File: config.mk
export PLATFORM = sky130hd
export DESIGN_NAME = udcnt_mod
export DESIGN_NICKNAME = d
export VERILOG_FILES = /design/src/rtl/udcnt_mod.sv
export SDC_FILE = /design/constraint.sdc
export NUM_CORES = 1
export LEC_CHECK = 0
export BUFFER_PORTS_ARGS = -buffer_cell sky130_fd_sc_hd__buf_2
export CAP_MARGIN = 20
export CORE_ASPECT_RATIO = 1.5
export CORE_MARGIN = 5
export CORE_UTILIZATION = 57
export DETAILED_ROUTE_END_ITERATION = 10
export GPL_ROUTABILITY_DRIVEN = 0
export GPL_TIMING_DRIVEN = 0
export MAX_ROUTING_LAYER = met4
export PLACE_DENSITY = 0.81
export SLEW_MARGIN = 20
export SYNTH_ARGS = -nofsm -noshare
export SYNTH_HDL_FRONTEND = slang
export SYNTH_SLANG_ARGS = --single-unit
File: constraint.sdc
create_clock -name clk -period 3 [get_ports clk]
set_input_delay 0 -clock clk [delete_from_list [all_inputs] [get_ports clk]]
set_output_delay 0 -clock clk [all_outputs]
set_load 0.01 [all_outputs]
File: src/rtl/udcnt_mod.sv
// udcnt_mod: parametrised up/down modulo counter with programmable step,
// synchronous clear/load, wrap or saturate boundary mode, a registered wrap
// pulse and a combinational terminal count for cascading.
module udcnt_mod #(
    parameter int WIDTH   = 8,
    parameter int MODULUS = 200,
    parameter bit SAT     = 1'b0
) (
    input  logic             clk,
    input  logic             rstx,
    input  logic             clr,
    input  logic             load,
    input  logic [WIDTH-1:0] ld_val,
    input  logic             ena,
    input  logic             upx,
    input  logic [WIDTH-1:0] step,
    output logic [WIDTH-1:0] q,
    output logic             wrap,
    output logic             tc,
    output logic             sat,
    output logic             lderr
);

    // Boundary compares use the full WIDTH+1-bit modulus so that
    // MODULUS = 2^WIDTH is handled. Wrapped results are always below MODULUS,
    // so computing them modulo 2^WIDTH with the low modulus bits is exact.
    localparam logic [WIDTH:0]   C_MOD_W  = (WIDTH+1)'(MODULUS);
    localparam logic [WIDTH-1:0] C_MOD_LO = WIDTH'(MODULUS);
    localparam logic [WIDTH-1:0] C_MAX    = WIDTH'(MODULUS - 1);

    logic [WIDTH-1:0] r_q;
    logic             r_wrap;
    logic             r_sat;
    logic             r_lderr;

    logic [WIDTH:0]   w_sum;
    logic             w_up_over;
    logic             w_dn_under;
    logic             w_step_nz;
    logic             w_ld_ok;
    logic [WIDTH-1:0] w_q_nxt;
    logic             w_wrap_nxt;
    logic             w_sat_nxt;
    logic             w_lderr_nxt;

    assign w_sum      = {1'b0, r_q} + {1'b0, step};
    assign w_up_over  = (w_sum >= C_MOD_W);
    assign w_dn_under = (r_q < step);
    assign w_step_nz  = |step;
    assign w_ld_ok    = ({1'b0, ld_val} < C_MOD_W);

    // Next-state selection: clr > load > ena > hold.
    always_comb begin
        w_q_nxt     = r_q;
        w_wrap_nxt  = 1'b0;
        w_sat_nxt   = r_sat;
        w_lderr_nxt = 1'b0;
        if (clr) begin
            w_q_nxt   = '0;
            w_sat_nxt = 1'b0;
        end else if (load) begin
            if (w_ld_ok) begin
                w_q_nxt = ld_val;
            end else begin
                w_lderr_nxt = 1'b1;
            end
        end else if (ena) begin
            if (!upx) begin
                if (!w_up_over) begin
                    w_q_nxt = w_sum[WIDTH-1:0];
                end else if (SAT) begin
                    w_q_nxt   = C_MAX;
                    w_sat_nxt = 1'b1;
                end else begin
                    w_q_nxt    = w_sum[WIDTH-1:0] - C_MOD_LO;
                    w_wrap_nxt = 1'b1;
                end
            end else begin
                if (!w_dn_under) begin
                    w_q_nxt = r_q - step;
                end else if (SAT) begin
                    w_q_nxt   = '0;
                    w_sat_nxt = 1'b1;
                end else begin
                    w_q_nxt    = r_q + C_MOD_LO - step;
                    w_wrap_nxt = 1'b1;
                end
            end
        end
    end

    // State registers with asynchronous active-low reset.
    always_ff @(posedge clk or negedge rstx) begin
        if (!rstx) begin
            r_q     <= '0;
            r_wrap  <= 1'b0;
            r_sat   <= 1'b0;
            r_lderr <= 1'b0;
        end else begin
            r_q     <= w_q_nxt;
            r_wrap  <= w_wrap_nxt;
            r_sat   <= w_sat_nxt;
            r_lderr <= w_lderr_nxt;
        end
    end

    assign q     = r_q;
    assign wrap  = r_wrap;
    assign sat   = SAT ? r_sat : 1'b0;
    assign lderr = r_lderr;
    // Terminal count: this edge will wrap or saturate; step 0 never does.
    assign tc    = ena & w_step_nz & (upx ? w_dn_under : w_up_over);

endmodule

==> flow_summary_export.csv, run 1 <==
group,metric,value,unit
status,status,"completed",
setup_path,crit_buf_inv,1,
placed_design,io_buffers,30,
setup_path,cp.required,3.00,ns
setup_path,reg2reg_slack,0.23,ns
routing,met1Wirelength,1.88,mm
routing,drtAntennaViolNets,0,
timing,finalSetupViolCount,0,
clock_network,cts_buffer_depth,2,
setup_path,worst_path_most_repeated_cell,"nor2_1",
setup_path,cpMaxStageDelayCell,"fa_1",
setup_path,worstSetupPathType,"reg2out",
logic_synthesis,synth_top_flop_cell,"dfrtp_1",
power,cellPowerDensity,552,nW/um^2
setup_path,r2r_start,"q[1]$_DFFE_PN0P_",
timing,drv_slew,0,
clock_network,cts_buffers,3,
worst_hold_path,holdCritPathClass,"in2reg",
routing,drt_iter0_markers,101,
routing,wl_met2,2.57,mm
layout,diodes,0,
setup_path,cp.depth,13,
clock_network,clkTransAtPathRegs,0.04,ns
logic_synthesis,syn_inst,237,
setup_path,startpoint_type,"flip-flop",
power,ir_drop,343,uV
layout,syn2layout_area_growth,16.0,%
routing,via_per_inst,5.91,
logic_synthesis,synth_warnings,0,
floorplanning,start_util,58.3,%
timing,hold_viol_final,0,
timing,worst_slew_pin_slew,0.741,ns
global_routing,grt_overflow,0,
setup_path,r2r.worst_path.cells,11,
power,power,1250,uW
logic_synthesis,syn_nets,290,
global_routing,grt_start_max_net_pins,11,
timing,fin_ws,0.109,ns
floorplanning,die_w,57.8,um
clock_network,cts.sinks,10,
logic_synthesis,ys_seq_area_share,12.8,%
setup_path,crit_fanout,4,
placed_design,dp_hpwl,3.95,mm
global_routing,antenna_found_initial,0,
timing,rsz0062_at_grt,"yes",
logic_synthesis,synthArstFlopShare,100,%
routing,post_drt_wl_per_cell,15.7,um
routing,wl,4.95,mm
routing,dr.pass1.iters,4,
timing,max_slew_margin,50.2,%
placed_design,pre_cts_slack,0.0553,ns
setup_path,crit_path_end,"tc",
run,maxCapViolCount,0,
clock_network,htreeDepth,1,
setup_path,startpoint,"q[0]$_DFFE_PN0P_",
clock_network,root_buffer,"clkbuf_8",
clock_network,clk_latency,0.23,ns
logic_synthesis,netlist_area,1950,um^2
logic_synthesis,syn_area_per_cell,8.24,um^2
global_routing,grt_pass1_vias,1765,
timing,min_period,2.89,ns
timing,max_freq,0.346,GHz
timing,fin_skew,0.000987,ns
setup_path,cp_cell_sequence,"ha_1 -> fa_1 -> nand2b_1 -> a21oi_1 -> nor2_1 -> xnor2_2 -> ha_2 -> nand2_2 -> a31oi_1 -> o31ai_2 -> o21ai_2 -> nor2_1 -> buf_2",
layout,fin_nets,329,
setup_path,cp_top_family,"adder cells",
floorplanning,rows,26,
timing,fin_hold_ws,0.0390,ns
floorplanning,dieArea,4720,um^2
power,leakagePower,0.00109,uW
routing,maxUsedRoutingLayer,"met4",
setup_path,cp.arrival,2.89,ns
layout,drive_gt1_share,25.2,%
floorplanning,die_h,81.7,um
logic_synthesis,synth-edff-count,0,
routing,wl_met3,247,um
setup_path,endpoint_kind,"output pin",
logic_synthesis,ys_types,62,
clock_network,cts_tree,"yes",
setup_path,worst_r2r_endpoint,"q[7]$_DFFE_PN0P_",
logic_synthesis,synth-seq-cells,10,
setup_path,cpPeakStageDelay,0.45,ns
timing,min_period_over_period,96.4,%
floorplanning,io_pins,34,
routing,vias,1869,
global_routing,gr-usage-all-layers,21.8,%
floorplanning,core_area,3350,um^2
global_routing,grt_pass1_wl,7.85,mm
routing,drc,0,
[synthesized netlist by cell type (all sizes together) (3+ instances only)]
master | n | area, um^2
a211oi | 6 | 55.1
a21o | 5 | 37.5
a21oi | 15 | 78.8
a31oi | 4 | 25.0
and3 | 4 | 25.0
buf | 7 | 55.1
clkbuf | 3 | 11.3
dfrtp | 10 | 250
fa | 7 | 140
ha | 24 | 300
inv | 27 | 101
mux2i | 6 | 60.1
nand2 | 10 | 42.5
nand2b | 3 | 18.8
nand3 | 7 | 35.0
nor2 | 22 | 85.1
nor2b | 5 | 38.8
nor3 | 5 | 36.3
o21ai | 11 | 58.8
o31ai | 5 | 47.5
xnor2 | 12 | 128
xor2 | 6 | 52.6
[per-stage QoR]
stage          util [%]  instance area [um^2]  instances  TNS, ns
2_1_floorplan         -                  1950        237        0
3_3_place_gp       64.3                  2150        309        0
3_5_place_dp       64.3                  2150        309        0
4_1_cts            65.8                  2210        313        0
5_1_grt            67.6                  2260        316  -0.0232
6_report           67.6                  2260        316        0
[how the worst min path moves through the flow]
stage / depth (start not counted) / from / to
after floorplan: 0 / rstx / lderr$_DFF_PN0_
after global placement: 1 / rstx / lderr$_DFF_PN0_
after detailed placement: 1 / rstx / lderr$_DFF_PN0_
after CTS: 2 / clr / q[1]$_DFFE_PN0P_
after global routing: 2 / clr / q[1]$_DFFE_PN0P_
final: 2 / clr / q[1]$_DFFE_PN0P_
[logic make-up after synthesis]
logic type,count (synthesis),synth area share [%]
other,1,0.192
DFF,10,12.8
and+or+nand+nor,68,19.0
buffers and inverters,37,8.59
adders and majority gates,31,22.6
xor gates and xnor gates,18,9.23
AOI/OAI and AO/OA,66,24.6
muxes,6,3.08
[state kept, by name, indices dropped and copies added, names as in the netlist]
name / flops
q: 8
lderr: 1
wrap: 1
[layout by cell type (no fill, tap or decap), types with 3 or more instances in the layout]
cell | Yosys | layout
a211oi_1 | 4 | 4
a21o_1 | 5 | 5
a21oi_1 | 14 | 14
a31oi_1 | 4 | 4
and3_1 | 4 | 4
buf_2 | 2 | 32
buf_4 | 3 | 6
clkbuf_1 | 3 | 3
clkbuf_8 | 0 | 3
dfrtp_1 | 10 | 8
fa_1 | 7 | 7
ha_1 | 24 | 21
inv_1 | 27 | 27
mux2i_1 | 6 | 6
nand2_1 | 8 | 8
nand2b_1 | 3 | 3
nand3_1 | 7 | 7
nor2_1 | 21 | 21
nor2b_1 | 4 | 4
nor3_1 | 4 | 4
o21ai_0 | 7 | 7
o31ai_1 | 3 | 3
xnor2_1 | 9 | 9
xnor2_2 | 3 | 3
xor2_1 | 6 | 6
[final cells by class]
| type | instances | area, um^2 |
|---|---|---|
| flip-flops and latches | 10 | 253 |
| clock buffers | 3 | 41.3 |
| plain buffers | 10 | 66.3 |
| multi-input cells | 190 | 1570 |
| inverters | 27 | 101 |
| repair buffers | 34 | 183 |
| fillers | 290 | 1090 |
| well taps | 42 | 52.6 |
[repair_timing]
item / in CTS / in global routing
hold endpoints to repair: 10 / 0
gates resized for setup: 0 / 8
endpoints found under the setup margin: 0 / 2
buffers inserted: 0 / 3
hold buffers: 1 / 0
[per-layer routing]
metal	vias to the layer above	GRT usage (%)
met5	-	-
met4	0	11.1
met2	60	39.0
li1	904	-
met1	881	23.7
met3	24	2.04
[report_power, final]
part,switching (uW),total (uW),internal [uW]
clock network,49.3,137,87.6
logic,517,926,409
registers,32.8,188,155
Power figures use the tool's default switching activity.
==> inputs of run 2 (changes only) <==
- SETUP_SLACK_MARGIN: not set -> 0.4
==> run 2 against run 1 <==
Worst hold slack improved by 0.016 ns. Highest routed layer unchanged. Final cell count increased by 12%. Combinational power increased by 39%.
==> flow_summary_export.csv, run 2 (synthesized netlist as in run 1, its figures left out) <==
group,metric,value,unit
global_routing,grt_start_max_net_pins,11,
floorplanning,start_util,58.3,%
layout,diodes,0,
setup_path,cpPeakStageDelay,0.44,ns
global_routing,gr-usage-all-layers,29.5,%
timing,max_freq,0.356,GHz
clock_network,cts_tree,"yes",
clock_network,cts.sinks,10,
worst_hold_path,holdCritPathClass,"in2reg",
timing,min_period,2.81,ns
floorplanning,io_pins,34,
global_routing,grt_pass1_wl,10.3,mm
layout,stdcell_area,2780,um^2
global_routing,grt_overflow,0,
floorplanning,rows,26,
setup_path,cpMaxStageDelayCell,"dfrtp_2",
placed_design,place_area,2170,um^2
setup_path,reg2reg_slack,0.23,ns
global_routing,grt_pass1_vias,2214,
timing,rsz0062_at_grt,"yes",
clock_network,clkTransAtPathRegs,0.05,ns
power,leakagePower,0.00130,uW
routing,vias,2315,
power,ir_drop,360,uV
layout,final_common_cell,"buf_4",
run,maxCapViolCount,0,
timing,hold_viol_final,0,
global_routing,antenna_found_initial,0,
routing,drtAntennaViolNets,0,
placed_design,dp_hpwl,4.21,mm
timing,drv_slew,0,
routing,wl,7.79,mm
setup_path,startpoint_type,"flip-flop",
clock_network,cts_buffer_depth,2,
timing,finalSetupViolCount,0,
setup_path,worstSetupPathType,"reg2out",
floorplanning,core_area,3350,um^2
timing,setup_tns,0,ns
layout,drive_gt1_share,44.1,%
layout,syn2layout_area_growth,42.5,%
layout,largest_reg_flops,8,
routing,drt_iter0_markers,188,
floorplanning,die_w,57.8,um
setup_path,cp.arrival,2.81,ns
clock_network,cts_buffers,3,
timing,fin_skew,0.000532,ns
setup_path,cp.required,3.00,ns
setup_path,crit_fanout,5,
power,cellPowerDensity,597,nW/um^2
layout,fin_nets,367,
setup_path,endpoint_kind,"output pin",
floorplanning,die_h,81.7,um
status,status,"completed",
clock_network,root_buffer,"clkbuf_8",
floorplanning,dieArea,4720,um^2
layout,final_util,83.0,%
timing,min_period_over_period,93.7,%
routing,post_drt_wl_per_cell,22.0,um
clock_network,clk_latency,0.24,ns
routing,drc,0,
placed_design,io_buffers,30,
layout,final_cell_mix,"42 x buf_4, 32 x buf_2, 25 x inv_1, 18 x nor2_1, 15 x ha_1",
routing,via_per_inst,6.52,
timing,worst_slew_pin_slew,0.969,ns
timing,max_slew_margin,34.8,%
power,power,1660,uW
routing,dr.pass1.iters,7,
setup_path,cp_cell_sequence,"inv_2 -> ha_2 -> inv_4 -> fa_2 -> nand3_2 -> nand3_1 -> a311oi_2 -> nor2_4 -> buf_4 -> nand2_1 -> o21ai_2 -> nor2_1 -> buf_2",
clock_network,htreeDepth,1,
## run 2: worst max-delay path: cells and delay by family (launching register included)
family	cells	cell delay [ns]
DFF	1	0.44
adders and majority gates	2	0.56
buffers and inverters	4	0.45
and+or+nand+nor	5	0.63
AOI/OAI and AO/OA	2	0.48
## run 2: area by class of cell
class,count,area [um^2]
sequential,10,256
inverter,27,104
fill,182,569
timing repair buffer,72,475
clock buffer,4,55.1
tap,42,52.6
buffer,10,66.3
multi-input combinational,190,1770
## run 2: power breakdown
| group | switching (uW) | internal [uW] | leakage, uW |
|---|---|---|---|
| clock network | 59.1 | 116 | 0.0000288 |
| registers | 37.9 | 156 | 0.000125 |
| logic | 703 | 589 | 0.00115 |
## run 2: worst paths after layout
path / startpoint / end / cells past startpoint
setup / recovery: q[0]$_DFFE_PN0P_ / tc / 13
hold / removal: clr / q[1]$_DFFE_PN0P_ / 2
setup reg to reg: q[0]$_DFFE_PN0P_ / q[0]$_DFFE_PN0P_ / 19
hold reg to reg: q[1]$_DFFE_PN0P_ / q[1]$_DFFE_PN0P_ / 2
max in group asynchronous: rstx / q[2]$_DFFE_PN0P_ / 2
min in group asynchronous: rstx / wrap$_DFF_PN0_ / 2
## run 2: layer usage
metal  GRT usage [%]  share of wire (%)  vias to the layer above
li1                -                  -                      978
met1            28.0                 33                     1096
met2            55.7                 52                      175
met3            3.93                7.4                       66
met4            17.2                8.0                        0
met5               -                  0                        -
## run 2: stage by stage
step                      cells  hold slack [ns]  setup WS [ns]
after global placement      309           -0.129          0.200
after global routing        355           0.0725          0.126
final                       355           0.0547          0.190
after CTS                   345           0.0323          0.306
after floorplan             237           -0.296          0.435
after detailed placement    309           -0.125          0.205
## run 2: repair_timing
item / CTS / global route
buffers inserted: 31 / 10
endpoints found under the hold margin: 10 / 0
pin swaps: 20 / 21
endpoints found under the setup margin: 6 / 9
resized for setup: 20 / 34
cloned: 0 / 0
hold buffers: 1 / 0
==> inputs of run 3 (changes only) <==
- PLACE_DENSITY: 0.81 -> 0.87
==> run 3 against run 2 <==
Critical path depth is 2 lower. Sequential power is 3% lower. Combinational power decreased by 10%. Sequential share of layout area is 0.68 points higher. Maximum frequency decreased by 0.48%. Routed wire length down 16%. Critical endpoint unchanged. Register-to-register slack gained 0.08 ns. Non-clock buffer count fell by 24. Cell area shrank 7.8%.
==> flow_summary_export.csv, run 3 (synthesized netlist as in run 1, its figures left out) <==
group,metric,value,unit
setup_path,crit_path_end,"tc",
floorplanning,die_h,81.7,um
clock_network,root_buffer,"clkbuf_8",
timing,worst_slew_pin_slew,0.903,ns
floorplanning,io_pins,34,
routing,vias,2118,
routing,drtAntennaViolNets,0,
routing,drc,0,
timing,drv_slew,0,
layout,final_cell_mix,"32 x buf_2, 25 x inv_1, 19 x nor2_1, 17 x buf_4, 16 x ha_1",
layout,drive_gt1_share,36.0,%
routing,wl,6.54,mm
clock_network,clk_latency,0.24,ns
global_routing,grt_use_met3,2.52,%
global_routing,grt_start_max_net_pins,11,
setup_path,startpoint,"q[1]$_DFFE_PN0P_",
power,ir_drop,388,uV
floorplanning,rows,26,
setup_path,r2r.worst_path.cells,10,
routing,drt_iter0_markers,159,
routing,via_per_inst,6.40,
setup_path,worstSetupPathType,"reg2out",
timing,max_slew_margin,39.3,%
layout,final_common_cell,"buf_2",
global_routing,use_met2,43.9,%
global_routing,grt_pass1_vias,1883,
setup_path,endpoint_kind,"output pin",
global_routing,gr-usage-all-layers,24.4,%
timing,finalSetupViolCount,0,
timing,min_period,2.82,ns
setup_path,cp.required,3.00,ns
setup_path,cp.arrival,2.82,ns
timing,rsz0062_at_grt,"yes",
worst_hold_path,holdCritPathClass,"in2reg",
floorplanning,core_area,3350,um^2
power,cellPowerDensity,591,nW/um^2
timing,max_freq,0.354,GHz
layout,syn2layout_area_growth,31.4,%
floorplanning,die_w,57.8,um
layout,diodes,0,
setup_path,startpoint_type,"flip-flop",
setup_path,worst_r2r_endpoint,"q[6]$_DFFE_PN0P_",
placed_design,dp_hpwl,4.07,mm
setup_path,r2r_start,"q[1]$_DFFE_PN0P_",
timing,fin_skew,0.00167,ns
floorplanning,start_util,58.3,%
global_routing,grt_pass1_wl,8.86,mm
worst_hold_path,min_path_cells,2,
timing,hold_viol_final,0,
routing,dr.pass1.iters,5,
clock_network,clkTransAtPathRegs,0.05,ns
clock_network,cts_buffers,3,
routing,post_drt_wl_per_cell,19.8,um
status,status,"completed",
setup_path,reg2reg_slack,0.31,ns
floorplanning,dieArea,4720,um^2
timing,fin_hold_ws,0.0476,ns
clock_network,htreeDepth,1,
placed_design,pre_cts_slack,0.215,ns
global_routing,grt_use_met1,27.7,%
layout,largest_reg_flops,8,
global_routing,busiest_layer,"met2",
global_routing,antenna_found_initial,0,
layout,stdcell_area,2560,um^2
power,leakagePower,0.00119,uW
timing,fin_ws,0.176,ns
layout,final_util,76.5,%
placed_design,io_buffers,30,
layout,fin_nets,343,
setup_path,crit_fanout,4,
placed_design,place_area,2170,um^2
clock_network,cts_tree,"yes",
clock_network,cts_buffer_depth,2,
clock_network,cts.sinks,10,
run,maxCapViolCount,0,
timing,setup_tns,0,ns
global_routing,grt_overflow,0,
timing,min_period_over_period,94.1,%
run 3: report_power, final:
part | internal (uW) | switching (uW)
Clock | 115 | 54.0
Combinational | 523 | 633
Sequential | 156 | 33.4
run 3: routing by layer:
layer | vias to the layer above | part of all wire [%]
met1 | 997 | 35
met5 | - | 0
met2 | 142 | 53
met3 | 50 | 5.8
li1 | 929 | -
met4 | 0 | 6.4
run 3: what timing repair did:
item                                    CTS  global route
hold buffers                              1             0
endpoints found under the setup margin    6             8
pin swaps                                18            15
hold endpoints to repair                 10             0
buffers inserted                         13             4
resized for setup                        12            27
run 3: critical path: stages (launching register included):
cell     delay [ns]
dfrtp_2        0.46
buf_6          0.14
fa_2           0.39
buf_6          0.13
buf_4          0.14
xnor2_2        0.13
nor3b_2        0.38
a31oi_4        0.16
o31ai_4        0.23
o21ai_2        0.09
nor2_1         0.16
buf_2          0.17
run 3: stage by stage:
step / cells / power (uW)
global placement: 309 / 1040
global route: 331 / 1600
CTS: 327 / 1320
detailed placement: 309 / 1060
finish: 331 / 1510
floorplan: 237 / 857
run 3: worst min-delay path by stage:
stage	from	end	slack, ns
2_1_floorplan	rstx	lderr$_DFF_PN0_	-0.30
3_3_place_gp	rstx	lderr$_DFF_PN0_	-0.13
3_5_place_dp	rstx	lderr$_DFF_PN0_	-0.13
4_1_cts	clr	q[1]$_DFFE_PN0P_	0.04
5_1_grt	clr	q[1]$_DFFE_PN0P_	0.07
6_report	clr	q[1]$_DFFE_PN0P_	0.05
run 3: final cells by class:
type | instances | area [um^2]
flip-flops and latches | 10 | 254
repair buffers | 48 | 299
well taps | 42 | 52.6
fillers | 217 | 786
clock buffers | 4 | 55.1
inverters | 27 | 101
plain buffers | 10 | 66.3
multi-input cells | 190 | 1740
